## src/rtl/ccff_loader_pkg.sv

```systemverilog
// Shared types and CRC helpers for the CCFF chain loader.
// The CRC items are only referenced when CFG_CRC_EN is defined.
package ccff_loader_pkg;

    typedef enum logic [2:0] {
        StIdle,
        StLoad,
        StSettle,
        StDone,
        StError
    } state_e;

    localparam logic [15:0] Crc16Poly = 16'h1021;
    localparam logic [15:0] Crc16Init = 16'hFFFF;

    // CRC-16-CCITT, MSB-first, one input bit per call.
    function automatic logic [15:0] crc16_step(input logic [15:0] crc, input logic din);
        logic [15:0] shifted;
        shifted = {crc[14:0], 1'b0};
        return (crc[15] ^ din) ? (shifted ^ Crc16Poly) : shifted;
    endfunction

endpackage

```

## src/rtl/ccff_chain_loader_if.sv

```systemverilog
// Bitstream word handshake between the bitstream source (master) and the loader (slave).
interface ccff_chain_loader_if #(
    parameter int unsigned WORD_W = 8
) ();
    import ccff_loader_pkg::*;

    logic [WORD_W-1:0] din;
    logic              din_valid;
    logic              din_ready;

    modport master (output din, output din_valid, input din_ready);
    modport slave  (input din, input din_valid, output din_ready);

endinterface

```

## src/rtl/ccff_word_serializer.sv

```systemverilog
// One-word buffer that accepts bitstream words and emits them LSB first, one bit per cycle.
// Only as many bits as the chain still needs are kept from each word.
module ccff_word_serializer
    import ccff_loader_pkg::*;
#(
    parameter int unsigned WORD_W = 8,
    parameter int unsigned BlW    = 7
) (
    input  logic              clk_i,
    input  logic              rst_i,
    input  logic              en_i,
    input  logic              flush_i,
    input  logic [BlW-1:0]    bits_left_i,
    input  logic [WORD_W-1:0] din_i,
    input  logic              din_valid_i,
    output logic              din_ready_o,
    output logic              shift_o,
    output logic              head_o
);

    localparam int unsigned CntW = $clog2(WORD_W + 1);

    logic [WORD_W-1:0] buf_q, buf_d;
    logic [CntW-1:0]   cnt_q, cnt_d;
    logic              head_q, head_d;
    logic              take;
    logic [31:0]       need;

    always_comb begin
        shift_o     = en_i && (cnt_q != '0);
        // Refill when the buffer is empty or its last bit leaves this cycle.
        din_ready_o = en_i && (cnt_q <= CntW'(1)) && (32'(bits_left_i) > 32'(cnt_q));
        take        = din_ready_o && din_valid_i;
        need        = 32'(bits_left_i) - 32'(cnt_q);
        head_o      = shift_o ? buf_q[0] : head_q;

        buf_d  = buf_q;
        cnt_d  = cnt_q;
        head_d = head_q;
        if (shift_o) begin
            buf_d  = buf_q >> 1;
            cnt_d  = cnt_q - CntW'(1);
            head_d = buf_q[0];
        end
        if (take) begin
            buf_d = din_i;
            cnt_d = (need > WORD_W) ? CntW'(WORD_W) : CntW'(need);
        end
        if (flush_i) begin
            cnt_d = '0;
        end
    end

    always_ff @(posedge clk_i or posedge rst_i) begin
        if (rst_i) begin
            buf_q  <= '0;
            cnt_q  <= '0;
            head_q <= 1'b0;
        end else begin
            buf_q  <= buf_d;
            cnt_q  <= cnt_d;
            head_q <= head_d;
        end
    end

endmodule

```

## src/rtl/ccff_chain_loader.sv

```systemverilog
// Configuration sequencer: serializes bitstream words onto the CCFF chain head and flags completion.
// Define CFG_CRC_EN to add a CRC-16-CCITT check of the shifted stream (crc_expected / crc_err).
module ccff_chain_loader
    import ccff_loader_pkg::*;
#(
    parameter int unsigned CHAIN_LEN  = 64,
    parameter int unsigned WORD_W     = 8,
    parameter int unsigned SETTLE_CYC = 2,
    localparam int unsigned BlW       = $clog2(CHAIN_LEN + 1)
) (
    input  logic                prog_clock,
    input  logic                pReset,
    input  logic                start,
    input  logic                abort,
    ccff_chain_loader_if.slave  bus,
    output logic                ccff_head,
    output logic                config_enable,
    output logic                CFG_DONE,
    output logic                busy,
    output logic [BlW-1:0]      bits_left
`ifdef CFG_CRC_EN
    ,
    input  logic [15:0]         crc_expected,
    output logic                crc_err
`endif
);

    localparam int unsigned ScW = (SETTLE_CYC > 1) ? $clog2(SETTLE_CYC) : 1;

    state_e         state_q, state_d;
    logic [BlW-1:0] bits_left_q, bits_left_d;
    logic [ScW-1:0] settle_q, settle_d;
    logic           load_start;
    logic           active;
    logic           ser_en;
    logic           ser_flush;
    logic           ser_shift;
    logic           din_ready;
    logic           crc_pass_load;
    logic           crc_pass_settle;

    assign active     = (state_q == StLoad) || (state_q == StSettle);
    assign load_start = !active && start && !abort;
    assign ser_en     = (state_q == StLoad) && !abort;
    assign ser_flush  = load_start || (active && abort);

    ccff_word_serializer #(
        .WORD_W (WORD_W),
        .BlW    (BlW)
    ) u_ser (
        .clk_i       (prog_clock),
        .rst_i       (pReset),
        .en_i        (ser_en),
        .flush_i     (ser_flush),
        .bits_left_i (bits_left_q),
        .din_i       (bus.din),
        .din_valid_i (bus.din_valid),
        .din_ready_o (din_ready),
        .shift_o     (ser_shift),
        .head_o      (ccff_head)
    );

    assign bus.din_ready = din_ready;
    assign config_enable = ser_shift;
    assign CFG_DONE      = (state_q == StDone);
    assign busy          = active;
    assign bits_left     = bits_left_q;

`ifdef CFG_CRC_EN
    logic [15:0] crc_q, crc_d, crc_exp_q;

    always_comb begin
        crc_d = crc_q;
        if (load_start) begin
            crc_d = Crc16Init;
        end else if (ser_shift) begin
            crc_d = crc16_step(crc_q, ccff_head);
        end
    end

    always_ff @(posedge prog_clock or posedge pReset) begin
        if (pReset) begin
            crc_q     <= Crc16Init;
            crc_exp_q <= '0;
        end else begin
            crc_q <= crc_d;
            if (load_start) begin
                crc_exp_q <= crc_expected;
            end
        end
    end

    // With no settle time the final bit is still in flight when the verdict is taken.
    assign crc_pass_load   = (crc16_step(crc_q, ccff_head) == crc_exp_q);
    assign crc_pass_settle = (crc_q == crc_exp_q);
    assign crc_err         = (state_q == StError);
`else
    assign crc_pass_load   = 1'b1;
    assign crc_pass_settle = 1'b1;
`endif

    always_comb begin
        state_d     = state_q;
        bits_left_d = bits_left_q;
        settle_d    = settle_q;
        unique case (state_q)
            StIdle, StDone, StError: begin
                if (load_start) begin
                    state_d     = StLoad;
                    bits_left_d = BlW'(CHAIN_LEN);
                end
            end
            StLoad: begin
                if (abort) begin
                    state_d     = StIdle;
                    bits_left_d = '0;
                end else if (ser_shift) begin
                    bits_left_d = bits_left_q - BlW'(1);
                    if (bits_left_q == BlW'(1)) begin
                        settle_d = '0;
                        if (SETTLE_CYC == 0) begin
                            state_d = crc_pass_load ? StDone : StError;
                        end else begin
                            state_d = StSettle;
                        end
                    end
                end
            end
            StSettle: begin
                if (abort) begin
                    state_d     = StIdle;
                    bits_left_d = '0;
                end else if (32'(settle_q) + 1 >= SETTLE_CYC) begin
                    state_d = crc_pass_settle ? StDone : StError;
                end else begin
                    settle_d = settle_q + ScW'(1);
                end
            end
            default: state_d = StIdle;
        endcase
    end

    always_ff @(posedge prog_clock or posedge pReset) begin
        if (pReset) begin
            state_q     <= StIdle;
            bits_left_q <= '0;
            settle_q    <= '0;
        end else begin
            state_q     <= state_d;
            bits_left_q <= bits_left_d;
            settle_q    <= settle_d;
        end
    end

endmodule

```

## src/flat_wrapper.sv

```systemverilog
// flat-port wrapper written by rule: the top's interface ports become plain ports
module ccff_chain_loader_flat import ccff_loader_pkg::*;
#(
    parameter int unsigned CHAIN_LEN  = 64,
    parameter int unsigned WORD_W     = 8,
    parameter int unsigned SETTLE_CYC = 2,
    localparam int unsigned BlW       = $clog2(CHAIN_LEN + 1)
)
  (prog_clock, pReset, start, abort, ccff_head, config_enable, CFG_DONE, busy, bits_left, bus_din, bus_din_valid, bus_din_ready);
  ccff_chain_loader_if #(.WORD_W(WORD_W)) bus_i ();
  input  logic prog_clock;
  input  logic pReset;
  input  logic start;
  input  logic abort;
  output logic ccff_head;
  output logic config_enable;
  output logic CFG_DONE;
  output logic busy;
  output logic [BlW-1:0] bits_left;
  input wire logic [$bits(bus_i.din)-1:0] bus_din;
  input wire logic [$bits(bus_i.din_valid)-1:0] bus_din_valid;
  output wire logic [$bits(bus_i.din_ready)-1:0] bus_din_ready;
  assign bus_i.din = bus_din;
  assign bus_i.din_valid = bus_din_valid;
  assign bus_din_ready = bus_i.din_ready;
  ccff_chain_loader #(.CHAIN_LEN(CHAIN_LEN), .WORD_W(WORD_W), .SETTLE_CYC(SETTLE_CYC)) u_core (.prog_clock(prog_clock), .pReset(pReset), .start(start), .abort(abort), .bus(bus_i), .ccff_head(ccff_head), .config_enable(config_enable), .CFG_DONE(CFG_DONE), .busy(busy), .bits_left(bits_left));
endmodule
```

## config.mk

```make
export PLATFORM = sky130hd
export DESIGN_NAME = ccff_chain_loader_flat
export DESIGN_NICKNAME = d
export VERILOG_FILES = /design/src/rtl/ccff_loader_pkg.sv /design/src/rtl/ccff_chain_loader_if.sv /design/src/rtl/ccff_word_serializer.sv /design/src/rtl/ccff_chain_loader.sv /design/src/flat_wrapper.sv
export SDC_FILE = /design/constraint.sdc
export NUM_CORES = 1
export LEC_CHECK = 0
export BUFFER_PORTS_ARGS = -buffer_cell sky130_fd_sc_hd__buf_2
export CAP_MARGIN = 5
export CORE_MARGIN = 4
export CORE_UTILIZATION = 55
export DETAILED_ROUTE_END_ITERATION = 12
export PLACE_DENSITY_LB_ADDON = 0.25
export RECOVER_POWER = 50
export SLEW_MARGIN = 20
export SYNTH_ARGS = -nofsm -noshare
export SYNTH_HDL_FRONTEND = slang
export SYNTH_SLANG_ARGS = --single-unit
```

## constraint.sdc

```tcl
create_clock -name prog_clock -period 2.42 [get_ports prog_clock]
set_input_delay 0.121 -clock prog_clock [delete_from_list [all_inputs] [get_ports prog_clock]]
set_output_delay 0.121 -clock prog_clock [all_outputs]
set_load 0.005 [all_outputs]
```

==> impl_results.md, run 1 <==
* R2r endpoint: u_core.u_ser.buf_q[4]$_DFFE_PP0P_
* Final slew viol count at 0
* Register area at approximately 580 µm²
* Initial Util at about three fifths
* Setup TNS at 0 ns
* Post-synth EDFFs at 0
* RSZ-0062 raised after global routing: false
* Final ANT Viol Nets at 0
* Synth top area share at 34.8%
* Tmin final at around 2.3 ns
* Sequential share of power at approximately 28%
* FILL cells at about 240
* Clk_lat worst skew at approximately 0.33 ns
* Setup Viol. Count Final at 0
* Die ar. at a little under 0.004 mm²
* Seq/Total Area, Yosys at about a third
* Vias in the first global route at between 1,000 and 1,500
* Leak pwr at 0.000870 µW
* Reg clk slew, reported paths at 0.13 ns
* All-Layer GR Usage at between 15 and 20%
* Ys flop type: dfrtp_1
* Sw Ratio at 47.4%
* Mapped Avg Cell Area at a little under 10 µm²
* Crit. End Element: output pin
* Worst Clk Skew at about 0.0033 ns
* Mapped Cells at between 150 and 200
* Total global routing overflow at 0
* Die height at roughly 63 µm
* Worst-Margin Slew at 0.890 ns
* CP Class: register to output pin
* PnR worst setup slack at ~0.12 ns
* PwrDens at roughly 1400 mW/mm²
* Hold Crit Class: primary input to register
* Maximum vdd drop at approximately 0.00063 V
* Multi-input gate area at 991 µm²
* Final GP Congestion at roughly 0.84
* Ports at 25
* Period utilization at between 90% and 100%
* Drc violations at 0
* Max Cap Viol at 0
* CTS buffer count at 3
* First DRT Iteration DRCs at 46
* Hold Vio Cnt, Final at 0
* Largest net degree at the start of global routing at 24
* FF-to-FF setup slack at approximately 0.17 ns
* Initial antenna violation count at 0
* Final Routed Wirelength at between 3000 and 4000 µm
* Clk buf depth at 2
* Arr. time, crit path at about 2.2 ns
* First-pass GRT wire length at about 6100 µm
* Crit path from: u_core.state_q[1]$_DFFE_PP0P_
* Area contributors post-synth: dfrtp_1, ha_1, mux2i_1
* Final #Nets at between 200 and 250
* Core ar. at roughly 0.0028 mm²
* First drt pass iteration count at 4
* Placement Setup Slack at between 0.15 and 0.2 ns
* Switching pwr at around 1200 µW
* CTS tree: done
* Biggest area consumer among synthesized cells: dfrtp_1
* # diodes at 0
* Startpoint Class: register
* Vias/cell at between 6 and 7
* Vias at 1,405
* H-tree levels at 1
* Status: completed
* Gate power share at between 60 and 70%
* Worst reg2reg path depth at 8
* Yosys cell types at 54
* Drt wl/cell at around 15 µm
* Synth warnings at 0
* Slew HR at 40.6%
* Maximum operating frequency at about 430 MHz
* Internal power at roughly 1300 µW
* Worst EP required at approximately 2.3 ns
* Dpl hpwl at 2740 µm
* Number of port buffers at 24
* Row cnt at 19
* Setup crit end: ccff_head
* FF+latch count, synth at 23
* Area delta synth->final at 11.9%
* Asr flop ratio synth at 100%
* Syn nets at between 150 and 200
* CTS Root Cell: clkbuf_4
* Overall die width at ~63 µm
* Worst Path Max Fanout at 6
* Clk pwr share at around 7.6%
* CTS Sinks at 23
* Share of cells above drive strength 1 at between 20% and 30%
* Synthesized cell area at about 0.0017 mm²
* Origin of the critical flop-to-flop path: u_core.u_ser.cnt_q[2]$_DFFE_PP0P_
[power groups by stage]
stage,clock network (µW),registers (µW),logic (µW)
after global placement,0,703,1510
after CTS,196,701,1610
final,190,698,1620
after detailed placement,0,717,1580
after global routing,211,730,1820
after floorplan,0,679,1230
[worst max-delay path: stages, from the launching register on]
cell     delay [ns]
dfrtp_1        0.44
inv_1          0.10
ha_1           0.29
or2b_1         0.32
a21oi_4        0.21
mux2_2         0.37
buf_2          0.13
[cells in the final DEF (no fill, tap or decap), types with 4 or more instances in the layout]
| cell | synthesis | final |
|---|---|---|
| buf_4 | 1 | 4 |
| o21ai_0 | 11 | 11 |
| a21oi_1 | 13 | 13 |
| nor3_1 | 5 | 5 |
| buf_2 | 1 | 23 |
| ha_1 | 13 | 13 |
| inv_1 | 12 | 12 |
| mux2i_1 | 8 | 8 |
| nand2_1 | 11 | 11 |
| dfrtp_1 | 23 | 23 |
| nor2_1 | 14 | 14 |
[metal layers]
layer	share of wire [%]	wire, µm	GRT usage [%]
met1	40	1400	21.1
met2	52	1840	35.0
met3	4.4	157	3.06
met4	3.7	131	13.2
met5	0	0	0
[cells by family after synthesis]
logic type / synth area share (%)
buf+inv: 5.53
xor+xnor: 1.59
fa+ha+maj: 11.1
mux: 6.89
simple gates: 18.8
flops: 34.8
compound gates: 21.3
[sequential cells by signal, summed over array words and instances, names as in the netlist]
| register | count |
|---|---|
| u_core.bits_left | 7 |
| u_core.settle_q | 1 |
| u_core.state_q | 2 |
| u_core.u_ser.buf_q | 8 |
| u_core.u_ser.cnt_q | 4 |
| u_core.u_ser.head_q | 1 |
[stage by stage]
stage                     utilization, %  instances  hold slack [ns]  power (µW)  area [µm²]
after global placement              63.5        223            0.324        2210        1780
after CTS                           65.4        230           0.0202        2510        1830
after detailed placement            63.5        223            0.328        2290        1780
after floorplan                        -        171            0.123        1910        1650
after global routing                65.9        232           0.0389        2760        1850
final                               65.9        232           0.0284        2510        1850
[synth_stat cells, types with 3 or more instances]
master	number
nor2_1	14
buf_6	3
inv_1	12
nand3_1	3
mux2_2	3
dfrtp_1	23
ha_1	13
o21ai_0	11
mux2i_1	8
nor3_1	5
a21oi_1	13
nand2_1	11
nand2b_1	3
[area by class of cell]
type | count | share of cell area, %
Multi-Input combinational cell | 131 | 53.6
Timing Repair Buffer | 31 | 9.34
Tap cell | 31 | 2.10
Sequential cell | 23 | 31.1
Inverter | 12 | 2.44
Clock buffer | 4 | 1.42
[worst min-delay path by stage]
stage,end,cells past startpoint,startpoint
final,u_core.u_ser.buf_q[0]$_DFFE_PP0P_,3,bus_din[0]
after global routing,u_core.u_ser.buf_q[0]$_DFFE_PP0P_,3,bus_din[0]
after CTS,u_core.u_ser.buf_q[5]$_DFFE_PP0P_,3,bus_din[5]
after detailed placement,u_core.u_ser.buf_q[7]$_DFFE_PP0P_,3,bus_din[7]
after global placement,u_core.u_ser.buf_q[7]$_DFFE_PP0P_,3,bus_din[7]
after floorplan,u_core.bits_left[0]$_DFFE_PP0P_,1,pReset
[what timing repair did]
item / CTS / global route
gates resized for setup: 0 / 2
setup buffers: 1 / 2
hold endpoints to repair: 24 / 0
pin swaps: 0 / 2
hold buffers: 2 / 0
endpoints found under the setup margin: 1 / 1
Power figures use the tool's default switching activity.
==> run 2: changes to the inputs <==
- CAP_MARGIN: 5 -> 40
- CELL_PAD_IN_SITES_DETAIL_PLACEMENT: unset -> 1
- CELL_PAD_IN_SITES_GLOBAL_PLACEMENT: unset -> 1
- CORE_MARGIN: 4 -> unset
- CORE_UTILIZATION: 55 -> 43
==> run 2 against run 1 <==
Die area up 3.8%. Cell count grew 7.8%. Count of clock-buffer cells in the layout down 1. Fmax is 1.4% lower. Critical path depth up 2. Routed wire length up 13%. Global-route usage increased by 1.9 points. Register-to-register slack is essentially flat.
==> impl_results.md, run 2 (synthesis gave the netlist of run 1 again) <==
* Status: completed
* Tmin final at 2.34 ns (+0.0337 ns)
* Crit path from: u_core.bits_left[0]$_DFFE_PP0P_
* Max Cap Viol at 0 (unchanged)
* FILL cells at 444 (+82%)
* Vias at 1,385 (-1.4%)
* FF-to-FF setup slack at 0.18 ns (about the same)
* Drc violations at 0 (unchanged)
* Final GP Congestion at 0.796 (-4.9%)
* Clk_lat worst skew at 0.27 ns (-0.06 ns)
* Largest Register: u_core.u_ser.buf_q
* Reg clk slew, reported paths at 0.09 ns (-0.04 ns)
* Period utilization at 96.6% (+1.4 points)
* Startpoint Class: register
* Worst Path Max Fanout at 5 (-1)
* Overall die width at 64 µm (+1.9%)
* Setup Viol. Count Final at 0 (unchanged)
* Hold Vio Cnt, Final at 0 (unchanged)
* Final ANT Viol Nets at 0 (unchanged)
* First-pass GRT wire length at 6760 µm (+10%)
* CTS tree: done
* All-Layer GR Usage at 21.5% (+1.9 points)
* Hold Crit Class: primary input to register
* Crit-path cells: inv_1 > ha_1 > fa_1 > nor2b_2 > o311a_1 > nor2_1 > nor3_2 > buf_2
* Most common cell after layout, fill and taps aside: dfrtp_1
* Area delta synth->final at 14.8%
* Dpl hpwl at 3080 µm (+12%)
* R2r endpoint: u_core.u_ser.cnt_q[2]$_DFFE_PP0P_
* Arr. time, crit path at 2.22 ns (+0.04 ns)
* Initial antenna violation count at 0 (unchanged)
* CTS buffer count at 3 (unchanged)
* Leak pwr at 0.000886 µW (+1.8%)
* Worst EP required at 2.30 ns (about the same)
* Clk buf depth at 2 (unchanged)
* RSZ-0062 raised after global routing: true
* First DRT Iteration DRCs at 45 (-2.2%)
* Final #Nets at 230 (+0.44%)
* Origin of the critical flop-to-flop path: u_core.bits_left[0]$_DFFE_PP0P_
* Share of cells above drive strength 1 at 26.2% (+0.86 points)
* Setup TNS at 0 ns (unchanged)
* Max reg flops at 8 (unchanged)
* Largest net degree at the start of global routing at 16 (-33%)
* Vias in the first global route at 1,461 (+3.3%)
* Critical Path Max Stage Delay at 0.42 ns (-0.02 ns)
* CP Class: register to output pin
* Worst-Margin Slew at 0.710 ns (-0.179 ns)
* Die ar. at 0.00410 mm² (+3.8%)
* Worst Hold Margin at 0.0517 ns (+0.0233 ns)
* Most frequent cells in the layout: dfrtp_1, buf_2, nor2_1
* Worst Clk Skew at 0.00174 ns (-0.00161 ns)
* Setup crit end: bus_din_ready
* CTS Sinks at 23 (unchanged)
* Die height at 64 µm (+1.9%)
* Row cnt at 22 (+3)
* Maximum vdd drop at 0.000505 V (-20%)
* First drt pass iteration count at 4 (unchanged)
* Vias/cell at 5.54 (-8.5%)
* Core ar. at 0.00366 mm² (+31%)
* Drt wl/cell at 16.0 µm (+5.0%)
* Total global routing overflow at 0 (unchanged)
* Ports at 25 (unchanged)
* Final slew viol count at 0 (unchanged)
* CP max stage cell: fa_1
* CTS Root Cell: clkbuf_8
* H-tree levels at 1 (unchanged)
* Crit. End Element: output pin
* Initial Util at 45.1% (-14 points)
* Number of port buffers at 24 (unchanged)
* # diodes at 0 (unchanged)
* PwrDens at 1390 mW/mm² (+2.1%)
* Maximum operating frequency at 428 MHz (-1.4%)
* Final Routed Wirelength at 4000 µm (+13%)
* Total Power at 2630 µW (+4.7%)
* Worst reg2reg path depth at 8 (unchanged)
* Slew HR at 52.6% (+12 points)
==> run 2: final cells by class <==
| cell class | instances | area (µm²) | share of cell area [%] |
|---|---|---|---|
| well taps | 48 | 60.1 | 3.17 |
| repair buffers | 32 | 176 | 9.30 |
| multi-input cells | 131 | 993 | 52.4 |
| clock inverters | 1 | 5.00 | 0.264 |
| clock buffers | 3 | 41.3 | 2.18 |
| inverters | 12 | 45.0 | 2.37 |
| flip-flops and latches | 23 | 576 | 30.3 |
==> run 2: worst max-delay path, delay by kind of cell (launching register included) <==
kind / cells / cell delay, ns
fa+ha+maj: 2 / 0.65
buf+inv: 2 / 0.22
flops: 1 / 0.41
simple gates: 3 / 0.43
compound gates: 1 / 0.22
==> run 2: metal layers <==
layer  GRT usage, %  wire [µm]  vias to the layer above
li1               -          -                      679
met1           25.4       1740                      679
met2           39.9       2110                       20
met3           2.68         81                        7
met4           6.82         62                        0
met5              0          0                        -
==> run 2: repair_timing <==
item / in CTS / in global routing
buffers inserted: 0 / 4
hold buffers: 1 / 0
hold endpoints to repair: 10 / 0
pin swaps: 0 / 0
resized for setup: 1 / 1
endpoints found under the setup margin: 1 / 3
==> run 2: how the worst min path moves through the flow <==
stage | endpoint | cells after the start | from
final | u_core.u_ser.buf_q[7]$_DFFE_PP0P_ | 3 | bus_din[7]
after global placement | u_core.u_ser.buf_q[7]$_DFFE_PP0P_ | 3 | bus_din[7]
after CTS | u_core.u_ser.buf_q[7]$_DFFE_PP0P_ | 3 | bus_din[7]
after global routing | u_core.u_ser.buf_q[7]$_DFFE_PP0P_ | 3 | bus_din[7]
after detailed placement | u_core.settle_q$_DFFE_PP0P_ | 2 | pReset
after floorplan | u_core.bits_left[0]$_DFFE_PP0P_ | 1 | pReset
==> run 2: per-stage QoR <==
step                      setup slack (ns)  cell area (µm²)  utilization (%)  instances
after floorplan                      0.382             1650                -        171
after global placement               0.302             1800             49.2        240
after detailed placement             0.162             1820             49.6        241
after CTS                           0.0381             1880             51.2        246
after global routing               -0.0294             1900             51.8        250
final                               0.0822             1900             51.8        250
==> run 2: where the power goes <==
part | total [µW] | internal [µW] | switching, µW
Sequential | 715 | 552 | 163
Clock | 253 | 115 | 137
Combinational | 1660 | 721 | 942
Total | 2630 | 1390 | 1240
